==> config.mk <==
export PLATFORM = sky130hd
export DESIGN_NAME = alux_result_fifo
export DESIGN_NICKNAME = d
export VERILOG_FILES = /design/src/rtl/alux_pkg.sv /design/src/rtl/alux_fifo_mem.sv /design/src/rtl/alux_result_fifo.sv
export SDC_FILE = /design/constraint.sdc
export NUM_CORES = 1
export LEC_CHECK = 0
export BUFFER_PORTS_ARGS = -buffer_cell sky130_fd_sc_hd__buf_2
export CAP_MARGIN = 25
export CORE_MARGIN = 3
export CORE_UTILIZATION = 32
export DETAILED_ROUTE_END_ITERATION = 10
export PLACE_DENSITY = 0.5
export SKIP_CTS_REPAIR_TIMING = 1
export SYNTH_ARGS = -nofsm -noshare
export SYNTH_HDL_FRONTEND = slang
export SYNTH_HIERARCHICAL = 1
export SYNTH_SLANG_ARGS = --single-unit
export TNS_END_PERCENT = 30
==> constraint.sdc <==
create_clock -name clock -period 8.56 [get_ports clock]
set_input_delay 1.284 -clock clock [delete_from_list [all_inputs] [get_ports clock]]
set_output_delay 1.284 -clock clock [all_outputs]
set_load 0.01 [all_outputs]
==> src/rtl/alux_pkg.sv <==
// Shared ALUX definitions: opcode tags, default result-FIFO depth and the entry-width helper.
package alux_pkg;

    localparam int unsigned OPR_W      = 4;
    localparam int unsigned ALUX_DEPTH = 8;

    typedef enum logic [OPR_W-1:0] {
        OPR_A   = 4'b0000,
        OPR_B   = 4'b0001,
        OPR_SUM = 4'b0010,
        OPR_SUB = 4'b0011
    } alux_opr_e;

    // Stored entry is {opcode tag, result}
    function automatic int unsigned entry_width(input int unsigned dw);
        return dw + OPR_W;
    endfunction

endpackage

==> src/rtl/alux_fifo_mem.sv <==
// Result storage: synchronous-write, registered-read dual-port array (array itself is not reset).
module alux_fifo_mem #(
    parameter int unsigned DEPTH = 8,
    parameter int unsigned W     = 68
) (
    input  logic                     clock,
    input  logic                     reset,
    input  logic                     wr_en,
    input  logic [$clog2(DEPTH)-1:0] wr_addr,
    input  logic [W-1:0]             wr_data,
    input  logic                     rd_en,
    input  logic [$clog2(DEPTH)-1:0] rd_addr,
    output logic [W-1:0]             rd_data
);

    logic [W-1:0] mem [DEPTH];

    always_ff @(posedge clock) begin
        if (wr_en) begin
            mem[wr_addr] <= wr_data;
        end
    end

    // Read register holds the last popped entry; same-address write returns the old contents
    always_ff @(posedge clock) begin
        if (reset) begin
            rd_data <= '0;
        end else if (rd_en) begin
            rd_data <= mem[rd_addr];
        end
    end

endmodule

==> src/rtl/alux_result_fifo.sv <==
// ALUX result FIFO: pushes {opr, outAB} on each rising edge of done, pops on rd_en.
// Optional overflow tracking (ovf, drop_cnt) is built only when ALUX_FIFO_OVF_EN is defined.
module alux_result_fifo
    import alux_pkg::*;
#(
    parameter int unsigned DEPTH = ALUX_DEPTH,
    parameter int unsigned DW    = 64
) (
    input  logic                   clock,
    input  logic                   reset,
    input  logic                   done,
    input  logic [DW-1:0]          outAB,
    input  logic [OPR_W-1:0]       opr,
    input  logic                   rd_en,
    output logic [DW-1:0]          rd_data,
    output logic [OPR_W-1:0]       rd_opr,
    output logic                   rd_valid,
    output logic                   empty,
    output logic                   full,
    output logic [$clog2(DEPTH):0] count,
    output logic                   ovf,
    output logic [7:0]             drop_cnt
);

    localparam int unsigned AW = $clog2(DEPTH);
    localparam int unsigned EW = entry_width(DW);

    logic [AW:0]   wr_ptr;
    logic [AW:0]   rd_ptr;
    logic          done_q;
    logic          armed;
    logic          push;
    logic          pop;
    logic          push_ok;
    logic [EW-1:0] rd_entry;

    // armed blocks a done level that was already high across reset from pushing
    assign push    = done & ~done_q & armed;
    assign pop     = rd_en & ~empty;
    assign push_ok = push & (~full | pop);

    always_ff @(posedge clock) begin
        if (reset) begin
            wr_ptr   <= '0;
            rd_ptr   <= '0;
            done_q   <= 1'b0;
            armed    <= ~done;
            rd_valid <= 1'b0;
        end else begin
            done_q   <= done;
            armed    <= armed | ~done;
            rd_valid <= pop;
            if (push_ok) begin
                wr_ptr <= wr_ptr + (AW+1)'(1);
            end
            if (pop) begin
                rd_ptr <= rd_ptr + (AW+1)'(1);
            end
        end
    end

    assign empty = (wr_ptr == rd_ptr);
    assign full  = (wr_ptr[AW] != rd_ptr[AW]) && (wr_ptr[AW-1:0] == rd_ptr[AW-1:0]);
    assign count = wr_ptr - rd_ptr;

    alux_fifo_mem #(
        .DEPTH (DEPTH),
        .W     (EW)
    ) u_mem (
        .clock   (clock),
        .reset   (reset),
        .wr_en   (push_ok),
        .wr_addr (wr_ptr[AW-1:0]),
        .wr_data ({opr, outAB}),
        .rd_en   (pop),
        .rd_addr (rd_ptr[AW-1:0]),
        .rd_data (rd_entry)
    );

    assign rd_data = rd_entry[DW-1:0];
    assign rd_opr  = rd_entry[EW-1:DW];

`ifdef ALUX_FIFO_OVF_EN
    logic drop;

    assign drop = push & full & ~pop;

    // Sticky overflow flag and saturating discard counter
    always_ff @(posedge clock) begin
        if (reset) begin
            ovf      <= 1'b0;
            drop_cnt <= '0;
        end else if (drop) begin
            ovf <= 1'b1;
            if (drop_cnt != 8'hFF) begin
                drop_cnt <= drop_cnt + 8'd1;
            end
        end
    end
`else
    assign ovf      = 1'b0;
    assign drop_cnt = '0;
`endif

endmodule

==> results.py, run 1 <==
metrics = {
    "status": {
        "status": "complete, no violations",
    },
    "clocking": {
        "cts_sinks": 623,
        "h-tree-depth": 3,
        "clk_latency_ps": 600,
        "clk_path_buf_depth": 3,
        "clk_pin_slew_ps": 60,
        "cts_tree": "built",
        "clock-root-buffer": "clkbuf_16",
        "numCtsBuffers": 66,
    },
    "timing": {
        "period_share_pct": 50.0,
        "clock_skew_ps": 24.0,
        "finalHoldViolCount": 0,
        "relSlewSlack_pct": 35.4,
        "slew_viol_final": 0,
        "clock.fmax_mhz": 234,
        "worstMarginPinSlew_ps": 968,
        "hold_ws_ps": 464,
        "post-route-min-period_ps": 4280,
        "fin_tns_setup_ps": 0,
        "rsz0062_at_grt": "false",
        "setup_viol_count_final": 0,
    },
    "cells_and_area": {
        "final_util_pct": 37.9,
        "area_growth_pct": 16.5,
        "finalNonFillerCells": 2505,
        "fillCellCount": 6801,
        "drive_gt1_share_pct": 30.8,
        "final_nets": 1564,
    },
    "setup_path": {
        "crit_slowest_cell": "buf_4",
        "crit_fanout": 60,
        "critical-path-max-stage-delay_ps": 840,
        "cp_num_buf_inv": 4,
        "r2r-start": "rd_ptr[0]",
        "worst_path_most_repeated_cell": "buf_4",
        "crit_arrival_ps": 4780,
        "reg2reg_slack_ps": 4280,
        "path_cells": "buf_4 -> buf_4 -> buf_16 -> buf_4 -> mux2_2 -> o22ai_1 -> a221o_1 -> a211oi_2",
        "timing.rr.end": "u_mem/rd_data[48]",
        "worstSetupStartpoint": "rd_ptr[0]",
        "crit_cells": 8,
        "path_class": "flip-flop to flip-flop",
        "crit_path_end_kind": "flip-flop",
        "critical_path.top_delay_family": "buffers and inverters",
        "critPathRequiredTime_ps": 9060,
        "rr_worst_depth": 8,
        "cp-start-kind": "flip-flop",
        "crit_path_end": "u_mem/rd_data[48]",
    },
    "placement": {
        "dp.cells": 2377,
        "dp_hpwl_um": 29800,
        "io_buffers": 146,
        "gp_congestion": 0.692,
    },
    "detailed_routing": {
        "dr.max_layer_used": "met5",
        "vias": 12270,
        "wl_per_cell_um": 22.7,
        "ant_nets": 0,
        "dr_wl_met2_um": 27400,
        "drc": 0,
        "wirelength_met1_um": 25700,
        "wirelength_um": 56900,
        "via_per_inst": 4.90,
        "drt_iter0_drc": 625,
        "first_pass_iters": 4,
        "route.met3.wl_um": 2810,
    },
    "global_routing": {
        "grt_pass1_vias": 12865,
        "gr-usage-all-layers_pct": 14.5,
        "grt_pass1_wl_um": 84500,
        "grt_overflow": 0,
        "grt_max_degree": 71,
        "antenna_found_initial": 14,
    },
    "floorplan": {
        "num_rows": 99,
        "coreArea_sq_um": 73600,
        "die_area_sq_um": 78200,
        "io_pins": 156,
        "initial_utilization_pct": 32.5,
        "die_y_um": 280,
        "die_w_um": 280,
    },
    "pwr": {
        "peakVddDrop_uv": 144,
        "p_leak_nw": 9.12,
        "pwr_density_cell_nw_per_um2": 263,
    },
    "logic_synthesis": {
        "ys_ff_latch": 623,
        "yosysUniqueCellTypes": 39,
        "netlist_area_sq_um": 23900,
        "yosysSeqAreaShare_pct": 74.8,
        "synthCells": 1331,
        "yosysWarnings": 6,
        "avgSynthCellArea_sq_um": 18.0,
    },
    "worst_hold_path": {
        "holdCritPathClass": "flip-flop to flip-flop",
        "hold_path_depth": 2,
    },
    "flow_run": {
        "cap_violations": 0,
    },
}
==> logic make-up after synthesis <==
kind of cell	count (synthesis)	share of synthesized area (%)
compound gates	214	8.02
xor+xnor	9	0.360
fa+ha+maj	6	0.345
buf+inv	103	2.56
flops	623	74.8
mux	274	12.2
other cells	1	0.0157
simple gates	101	1.72
==> placed cells by master (no fill, tap or decap), drive strengths merged, types with 45 or more instances in the layout <==
cell	Yosys	layout
clkbuf	42	82
mux2	136	136
a221o	45	45
edfxtp	544	544
buf	51	172
nor2	85	85
a211oi	68	68
dfxtp	79	79
o22ai	45	45
mux2i	138	138
==> synthesized netlist by cell type (all sizes together) <==
master / instances / share of area (%)
o311ai: 1 / 0.037
a21o: 1 / 0.031
and4: 1 / 0.037
nor2: 85 / 1.3
o221ai: 23 / 0.84
a221o: 45 / 1.9
nand2b: 4 / 0.10
xnor2: 5 / 0.21
clkbuf: 42 / 0.66
buf: 51 / 1.7
a211oi: 68 / 3.1
fa: 1 / 0.084
o31ai: 1 / 0.089
inv: 10 / 0.16
nor2b: 2 / 0.052
mux2i: 138 / 5.8
nor3: 2 / 0.042
mux2: 136 / 6.4
a22oi: 23 / 0.72
conb: 1 / 0.016
a21oi: 2 / 0.042
and3b: 1 / 0.037
xor2: 4 / 0.15
dfxtp: 79 / 6.6
nand3: 2 / 0.042
o211ai: 1 / 0.031
ha: 5 / 0.26
edfxtp: 544 / 68
or3: 1 / 0.026
nand2: 3 / 0.047
o22ai: 45 / 1.2
o21ai: 4 / 0.099
==> stage by stage <==
stage / total power, mW / worst slack, ps / area [sq um]
final: 7.33 / 4280 / 27900
after CTS: 7.44 / 4240 / 27900
after global routing: 7.63 / 4020 / 27900
after floorplan: 4.23 / 1600 / 24000
after detailed placement: 4.49 / 4260 / 25600
after global placement: 4.47 / 4120 / 25600
==> metal layers <==
metal / track usage, % / up-vias
li1: - / 5625
met1: 18.9 / 6332
met2: 24.2 / 228
met3: 3.35 / 73
met4: 4.11 / 12
met5: 0 / -
==> how the worst min path moves through the flow <==
stage               slack (ps)    end   from
floorplan                  440  armed  armed
global placement           460  armed  armed
detailed placement         460  armed  armed
CTS                        470  armed  armed
global route               480  armed  armed
finish                     460  armed  armed
==> flip-flops by register name, summed over array words and instances (netlist names) <==
| signal | flops |
|---|---|
| done_q | 1 |
| u_mem/rd_data | 68 |
| rd_ptr | 4 |
| armed | 1 |
| u_mem/mem | 544 |
| wr_ptr | 4 |
| rd_valid | 1 |
==> worst reg2reg max path: stages (launching register included) <==
cell and delay [ps]:
dfxtp_4 740, buf_4 870, buf_4 550, buf_16 320
buf_4 790, mux2_2 340, o22ai_1 80, a221o_1 300
a211oi_2 210
==> power breakdown <==
group	leakage, nW	internal [mW]	total, mW	switching (mW)
sequential	5.56	3.41	3.48	0.0766
clock	1.11	1.74	2.92	1.17
combinational	2.45	0.404	0.925	0.521
total	9.12	5.56	7.33	1.77
==> area by class of cell <==
| cell class | count | area [sq um] | area share [%] |
|---|---|---|---|
| repair buffers | 172 | 948 | 3.40 |
| well taps | 959 | 1200 | 4.30 |
| diodes | 6 | 15.0 | 0.0538 |
| multi-input cells | 613 | 5530 | 19.8 |
| clock buffers | 82 | 1790 | 6.43 |
| inverters | 10 | 42.5 | 0.153 |
| flip-flops and latches | 623 | 17900 | 64.2 |
| clock inverters | 40 | 442 | 1.58 |
No activity file was read; power rests on OpenSTA's default activity.
==> run 2, diff against run 1 <==
==> constraint.sdc (replaced) <==
create_clock -name clock -period 4.1 [get_ports clock]
set_input_delay 0.615 -clock clock [delete_from_list [all_inputs] [get_ports clock]]
set_output_delay 0.615 -clock clock [all_outputs]
set_load 0.01 [all_outputs]
==> run 2 against run 1 <==
Compared with the run above:
- final cell count did not move
- hold slack got worse by 210 ps
- clock skew barely moved
- global-route usage fell by 0.60 points
- critical path type unchanged
- critical endpoint is now u_mem/mem[1][29]
==> results.py, run 2 (synthesis gave the netlist of run 1 again) <==
metrics = {
    "timing": {
        "finalHoldViolCount": 0,
        "relSlewSlack_pct": 31.3,
        "worstMarginPinSlew_ps": 1030,
        "setup_viol_count_final": 0,
        "hold_ws_ps": 250,
        "clock_skew_ps": 24.4,
        "post-route-min-period_ps": 2930,
        "setup_slack_ps": 1170,
        "clock.fmax_mhz": 341,
        "slew_viol_final": 0,
        "period_share_pct": 71.5,
        "rsz0062_at_grt": "false",
    },
    "global_routing": {
        "gr-usage-all-layers_pct": 13.9,
        "grt_max_degree": 137,
        "grt_pass1_vias": 12447,
        "use_met2_pct": 22.6,
        "grt_overflow": 0,
        "top_usage_layer": "met2",
        "grtUsageMet1_pct": 18.7,
        "grt_pass1_wl_um": 81200,
        "antenna_found_initial": 15,
        "met3_usage_pct": 2.94,
    },
    "worst_hold_path": {
        "hold_path_depth": 2,
        "holdCritPathClass": "input port to flip-flop",
        "min-delay-start": "done",
        "hold_path_end": "armed",
    },
    "detailed_routing": {
        "first_pass_iters": 6,
        "drc": 0,
        "wl_per_cell_um": 21.7,
        "via_per_inst": 4.85,
        "wirelength_um": 54300,
        "vias": 12157,
        "drt_iter0_drc": 668,
        "ant_nets": 0,
    },
    "setup_path": {
        "reg2reg_slack_ps": 1170,
        "path_cells": "inv_1 -> ha_1 -> nand3_1 -> o31ai_4 -> inv_1 -> nand2b_1 -> nor2_4 -> buf_4",
        "r2r-start": "rd_ptr[2]",
        "critical-path-max-stage-delay_ps": 540,
        "critical_path.top_delay_family": "simple AND/OR/NAND/NOR gates",
        "crit_fanout": 28,
        "rr_worst_depth": 8,
        "timing.rr.end": "u_mem/mem[1][29]",
        "crit_arrival_ps": 3200,
        "path_class": "flip-flop to flip-flop",
        "crit_cells": 8,
        "critPathRequiredTime_ps": 4370,
        "crit_path_end_kind": "flip-flop",
        "cp_num_buf_inv": 3,
        "worst_path_most_repeated_cell": "inv_1",
        "crit_slowest_cell": "dfxtp_1",
        "cp-start-kind": "flip-flop",
    },
    "cells_and_area": {
        "final_nets": 1568,
        "reg.largest.list": "u_mem/mem: 544 flops, u_mem/rd_data: 68 flops",
        "drive_gt1_share_pct": 30.3,
        "layout_commonest_cell": "edfxtp_1",
        "final_util_pct": 37.9,
        "area_growth_pct": 16.5,
        "layout_common_cells": "edfxtp_1, buf_2, mux2i_1, mux2_2",
        "largest-register": "u_mem/mem",
        "largest_register_ffs": 544,
    },
    "clocking": {
        "numCtsBuffers": 66,
        "clk_path_buf_depth": 3,
        "clk_latency_ps": 590,
        "h-tree-depth": 3,
        "cts_tree": "built",
        "cts_sinks": 623,
        "clk_pin_slew_ps": 60,
        "clock-root-buffer": "clkbuf_16",
    },
    "pwr": {
        "switching_share_pct": 23.9,
        "power.internal_mw": 11.3,
        "peakVddDrop_uv": 290,
        "pwr_density_cell_nw_per_um2": 534,
        "p_clk_share_pct": 38.1,
        "power_frac_comb_pct": 13.3,
        "p_leak_nw": 9.06,
        "p_sw_mw": 3.56,
        "seqPwrFrac_pct": 48.6,
    },
    "flow_run": {
        "cap_violations": 0,
    },
    "floorplan": {
        "die_y_um": 280,
        "initial_utilization_pct": 32.5,
        "die_w_um": 280,
        "coreArea_sq_um": 73600,
        "io_pins": 156,
        "die_area_sq_um": 78200,
        "num_rows": 99,
    },
    "placement": {
        "pre_cts_slack_ps": 1200,
        "dp_hpwl_um": 30000,
        "gp_congestion": 0.717,
        "io_buffers": 146,
    },
    "status": {
        "status": "complete, no violations",
    },
}
## run 2: cell count changes in the layout (fill, tap and decap cells not counted), moves of 3 or more
cell       before  now
clkbuf_1       10   21
buf_12          0   12
clkinv_1        8    5
bufinv_16       8    3
clkinv_8        3    0
clkinv_2       16   11
buf_4          26   19
## run 2: area by class of cell
type                            instances  area, sq um
Multi-Input combinational cell        613         5540
Antenna cell                            6         15.0
Fill cell                            6863        45700
Inverter                               10         42.5
Timing Repair Buffer                  176         1110
Clock buffer                           95         1870
Sequential cell                       623        17900
Clock inverter                         23          196
Tap cell                              959         1200
## run 2: power by group through the flow
stage | combinational, mW | sequential, mW | clock [mW]
2_1_floorplan | 1.43 | 7.41 | 0
3_3_place_gp | 2.00 | 7.38 | 0
3_5_place_dp | 2.02 | 7.38 | 0
4_1_cts | 2.03 | 7.25 | 5.86
5_1_grt | 2.16 | 7.26 | 6.14
6_report | 1.98 | 7.24 | 5.68
## run 2: worst max-delay path by stage
stage | to | startpoint | slack [ps]
after floorplan | u_mem/mem[2][0] | wr_ptr[0] | -640
after global placement | u_mem/mem[0][35] | wr_ptr[0] | 1240
after detailed placement | u_mem/mem[0][35] | rd_ptr[2] | 1200
after CTS | u_mem/mem[0][25] | rd_ptr[2] | 1160
after global routing | u_mem/mem[1][23] | rd_ptr[2] | 1020
final | u_mem/mem[1][29] | rd_ptr[2] | 1170
## run 2: routing by layer
layer / wire length, um / vias to the layer above
met1: 24600 / 6193
met3: 2940 / 81
met4: 976 / 6
met5: 41 / -
met2: 25700 / 247
li1: - / 5630
## run 2: metrics by stage
step	std cells	cell area (sq um)	TNS, ps	total power [mW]
detailed placement	2381	25800	0	9.40
global placement	2381	25800	0	9.38
CTS	2499	27900	0	15.1
global route	2500	27900	0	15.6
finish	2505	27900	0	14.9
floorplan	1339	24000	-310640	8.84
## run 2: worst register-to-register path, stage by stage (launching register included)
cell	delay, ps
dfxtp_1	540
inv_1	130
ha_1	360
nand3_1	290
o31ai_4	430
inv_1	110
nand2b_1	350
nor2_4	90
buf_4	290
==> run 3, diff against run 2 <==
--- a/config.mk
+++ b/config.mk
@@ -5,12 +5,13 @@
 export SDC_FILE = /design/constraint.sdc
 export NUM_CORES = 1
 export LEC_CHECK = 0
+export ABC_AREA = 1
 export BUFFER_PORTS_ARGS = -buffer_cell sky130_fd_sc_hd__buf_2
 export CAP_MARGIN = 25
 export CORE_MARGIN = 3
 export CORE_UTILIZATION = 32
 export DETAILED_ROUTE_END_ITERATION = 10
-export PLACE_DENSITY = 0.5
+export PLACE_DENSITY = 0.49
 export SKIP_CTS_REPAIR_TIMING = 1
 export SYNTH_ARGS = -nofsm -noshare
 export SYNTH_HDL_FRONTEND = slang
==> constraint.sdc (replaced) <==
create_clock -name clock -period 2.7 [get_ports clock]
set_input_delay 0.405 -clock clock [delete_from_list [all_inputs] [get_ports clock]]
set_output_delay 0.405 -clock clock [all_outputs]
set_load 0.01 [all_outputs]
==> run 3 against run 2 <==
Compared with the run above:
- utilization barely moved
- via count rose by 42%
- sequential power rose by 52%
- highest routed layer unchanged
- clock power rose by 68%
- flip-flop and latch count did not move
- first-iteration DRC count rose by 60%
- sequential share of layout area fell by 5.7 points
- setup slack got worse by 1100 ps
==> results.py, run 3 <==
metrics = {
    "status": {
        "status": "complete, no violations",
    },
    "detailed_routing": {
        "via_per_inst": 4.53,
        "ant_nets": 0,
        "wl_per_cell_um": 17.2,
        "first_pass_iters": 5,
        "wirelength_um": 65700,
        "vias": 17261,
        "drc": 0,
        "drt_iter0_drc": 1068,
    },
    "clocking": {
        "h-tree-depth": 3,
        "clk_latency_ps": 610,
        "clock-root-buffer": "clkbuf_16",
        "cts_sinks": 623,
        "cts_tree": "built",
        "numCtsBuffers": 71,
        "clk_pin_slew_ps": 60,
        "clk_path_buf_depth": 3,
    },
    "cells_and_area": {
        "reg.largest.list": "u_mem/mem: 544 flops, u_mem/rd_data: 68 flops",
        "regArea_sq_um": 17900,
        "final_nets": 2767,
        "layout_common_cells": "nand2_1, inv_1, edfxtp_1, nand3_1, buf_2",
        "final_util_pct": 37.9,
        "largest_register_ffs": 544,
        "layout_commonest_cell": "nand2_1",
        "multiInputGateArea_sq_um": 5570,
        "area_growth_pct": 16.9,
        "fillCellCount": 7902,
        "largest-register": "u_mem/mem",
        "drive_gt1_share_pct": 12.0,
    },
    "logic_synthesis": {
        "yosysUniqueCellTypes": 31,
        "ys_ff_latch": 623,
        "synth_common_cells": "nand2_1, inv_1, edfxtp_1",
        "yosysWarnings": 6,
        "synthFlopType": "edfxtp_1",
        "yosysSeqAreaShare_pct": 68.5,
        "synth-edff-count": 544,
        "netlist_area_sq_um": 26200,
        "netlist_top_cells_area": "edfxtp_1, nand2_1, inv_1, nand3_1, dfxtp_1",
        "synth.top_cell.area_share_pct": 62.4,
        "ys_async_sr_fraction_pct": 0,
        "avgSynthCellArea_sq_um": 10.2,
        "yosysTopAreaCell": "edfxtp_1",
        "yosysMostFrequentCell": "nand2_1",
        "synthCells": 2558,
    },
    "setup_path": {
        "crit_path_end_kind": "output port",
        "crit_slowest_cell": "fa_1",
        "reg2reg_slack_ps": 360,
        "rr_worst_depth": 7,
        "path_class": "flip-flop to output port",
        "critPathRequiredTime_ps": 2300,
        "timing.rr.end": "u_mem/rd_data[8]",
        "crit_arrival_ps": 2240,
        "cp-start-kind": "flip-flop",
        "crit_fanout": 8,
        "r2r-start": "rd_ptr[0]",
        "critical-path-max-stage-delay_ps": 430,
        "path_cells": "inv_1 -> ha_1 -> fa_1 -> xnor2_2 -> buf_2",
    },
    "timing": {
        "clock_skew_ps": 18.1,
        "slew_viol_final": 0,
        "finalHoldViolCount": 0,
        "period_share_pct": 97.8,
        "clock.fmax_mhz": 379,
        "setup_viol_count_final": 0,
        "worstMarginPinSlew_ps": 863,
        "post-route-min-period_ps": 2640,
        "relSlewSlack_pct": 42.5,
    },
    "floorplan": {
        "die_w_um": 292,
        "io_pins": 156,
        "initial_utilization_pct": 32.4,
        "die_y_um": 292,
        "die_area_sq_um": 85300,
        "coreArea_sq_um": 80800,
        "num_rows": 104,
    },
    "flow_run": {
        "cap_violations": 0,
    },
    "placement": {
        "dp_hpwl_um": 38100,
        "io_buffers": 146,
        "gp_congestion": 0.786,
    },
    "pwr": {
        "pwr_density_cell_nw_per_um2": 788,
        "p_leak_nw": 13.3,
        "peakVddDrop_uv": 408,
        "p_total_mw": 24.1,
    },
    "global_routing": {
        "grt_pass1_vias": 17040,
        "gr-usage-all-layers_pct": 15.3,
        "grt_pass1_wl_um": 101000,
        "antenna_found_initial": 10,
        "grt_overflow": 0,
        "grt_max_degree": 108,
    },
    "worst_hold_path": {
        "min-delay-start": "outAB[34]",
        "hold_path_depth": 1,
        "holdCritPathClass": "input port to flip-flop",
        "hold_path_end": "u_mem/mem[6][34]",
    },
}
-- run 3: changes by cell type after synthesis, moves of 49 or more --
cell | before | now
a21oi_1 | 2 | 72
buf_2 | 7 | 56
inv_1 | 10 | 560
mux2_2 | 136 | 0
mux2i_1 | 138 | 0
nand2_1 | 3 | 633
nand3_1 | 2 | 414
nor2_1 | 85 | 18
o21ai_0 | 3 | 67
-- run 3: layout make-up --
type | count | area share (%)
sequential | 623 | 58.6
multi-input combinational | 1241 | 18.2
inverter | 566 | 6.99
clock buffer | 92 | 6.43
tap | 1060 | 4.33
timing repair buffer | 186 | 4.14
clock inverter | 40 | 1.26
antenna | 6 | 0.0491
-- run 3: power by group --
| group | internal, mW | total (mW) | switching (mW) |
|---|---|---|---|
| sequential | 10.8 | 11.0 | 0.169 |
| combinational | 1.10 | 3.59 | 2.49 |
| clock | 5.66 | 9.53 | 3.87 |
| total | 17.6 | 24.1 | 6.53 |
-- run 3: cells by family (layout without fill, tap and decap cells) --
| family | after synthesis | in the layout | synth area share (%) |
|---|---|---|---|
| fa+ha+maj | 6 | 6 | 0.315 |
| buf+inv | 702 | 884 | 10.6 |
| flops | 623 | 623 | 68.5 |
| xor+xnor | 5 | 5 | 0.167 |
| compound gates | 144 | 144 | 2.78 |
| other cells | 1 | 15 | 0.0143 |
| simple gates | 1077 | 1077 | 17.6 |
-- run 3: through the flow --
step	setup TNS (ps)	area, sq um	setup slack [ps]	hold WS, ps	instances
finish	0	30600	58.7	77.7	3814
floorplan	-10400	26300	-19.5	481	2566
global placement	0	28200	329	492	3673
detailed placement	0	28200	357	499	3674
global route	-23.1	30600	-23.1	59.4	3810
CTS	-28.1	30500	-23.3	-36.5	3806
-- run 3: worst max-delay path by stage --
stage | end | slack [ps] | start | depth (start not counted)
after floorplan | u_mem/mem[1][0] | -20 | rd_ptr[2] | 9
after global placement | u_mem/rd_data[61] | 330 | rd_ptr[1] | 6
after detailed placement | u_mem/mem[3][25] | 360 | wr_ptr[2] | 9
after CTS | count[2] | -20 | wr_ptr[0] | 5
after global routing | count[2] | -20 | wr_ptr[0] | 5
final | count[2] | 60 | wr_ptr[0] | 5
-- run 3: routing by layer --
layer  part of all wire [%]  vias up  GRT usage, %
li1                       -     8461             -
met1                     45     8343          19.8
met2                     48      351          26.0
met3                    4.2      104          2.65
met4                    2.9        2          5.26
met5                  0.026        -             0
-- run 3: critical path, delay by kind of cell (launching register included) --
family                     cells  cell delay [ps]
adders and majority gates      2              660
xor gates and xnor gates       1              290
buffers and inverters          2              280
DFF                            1              410
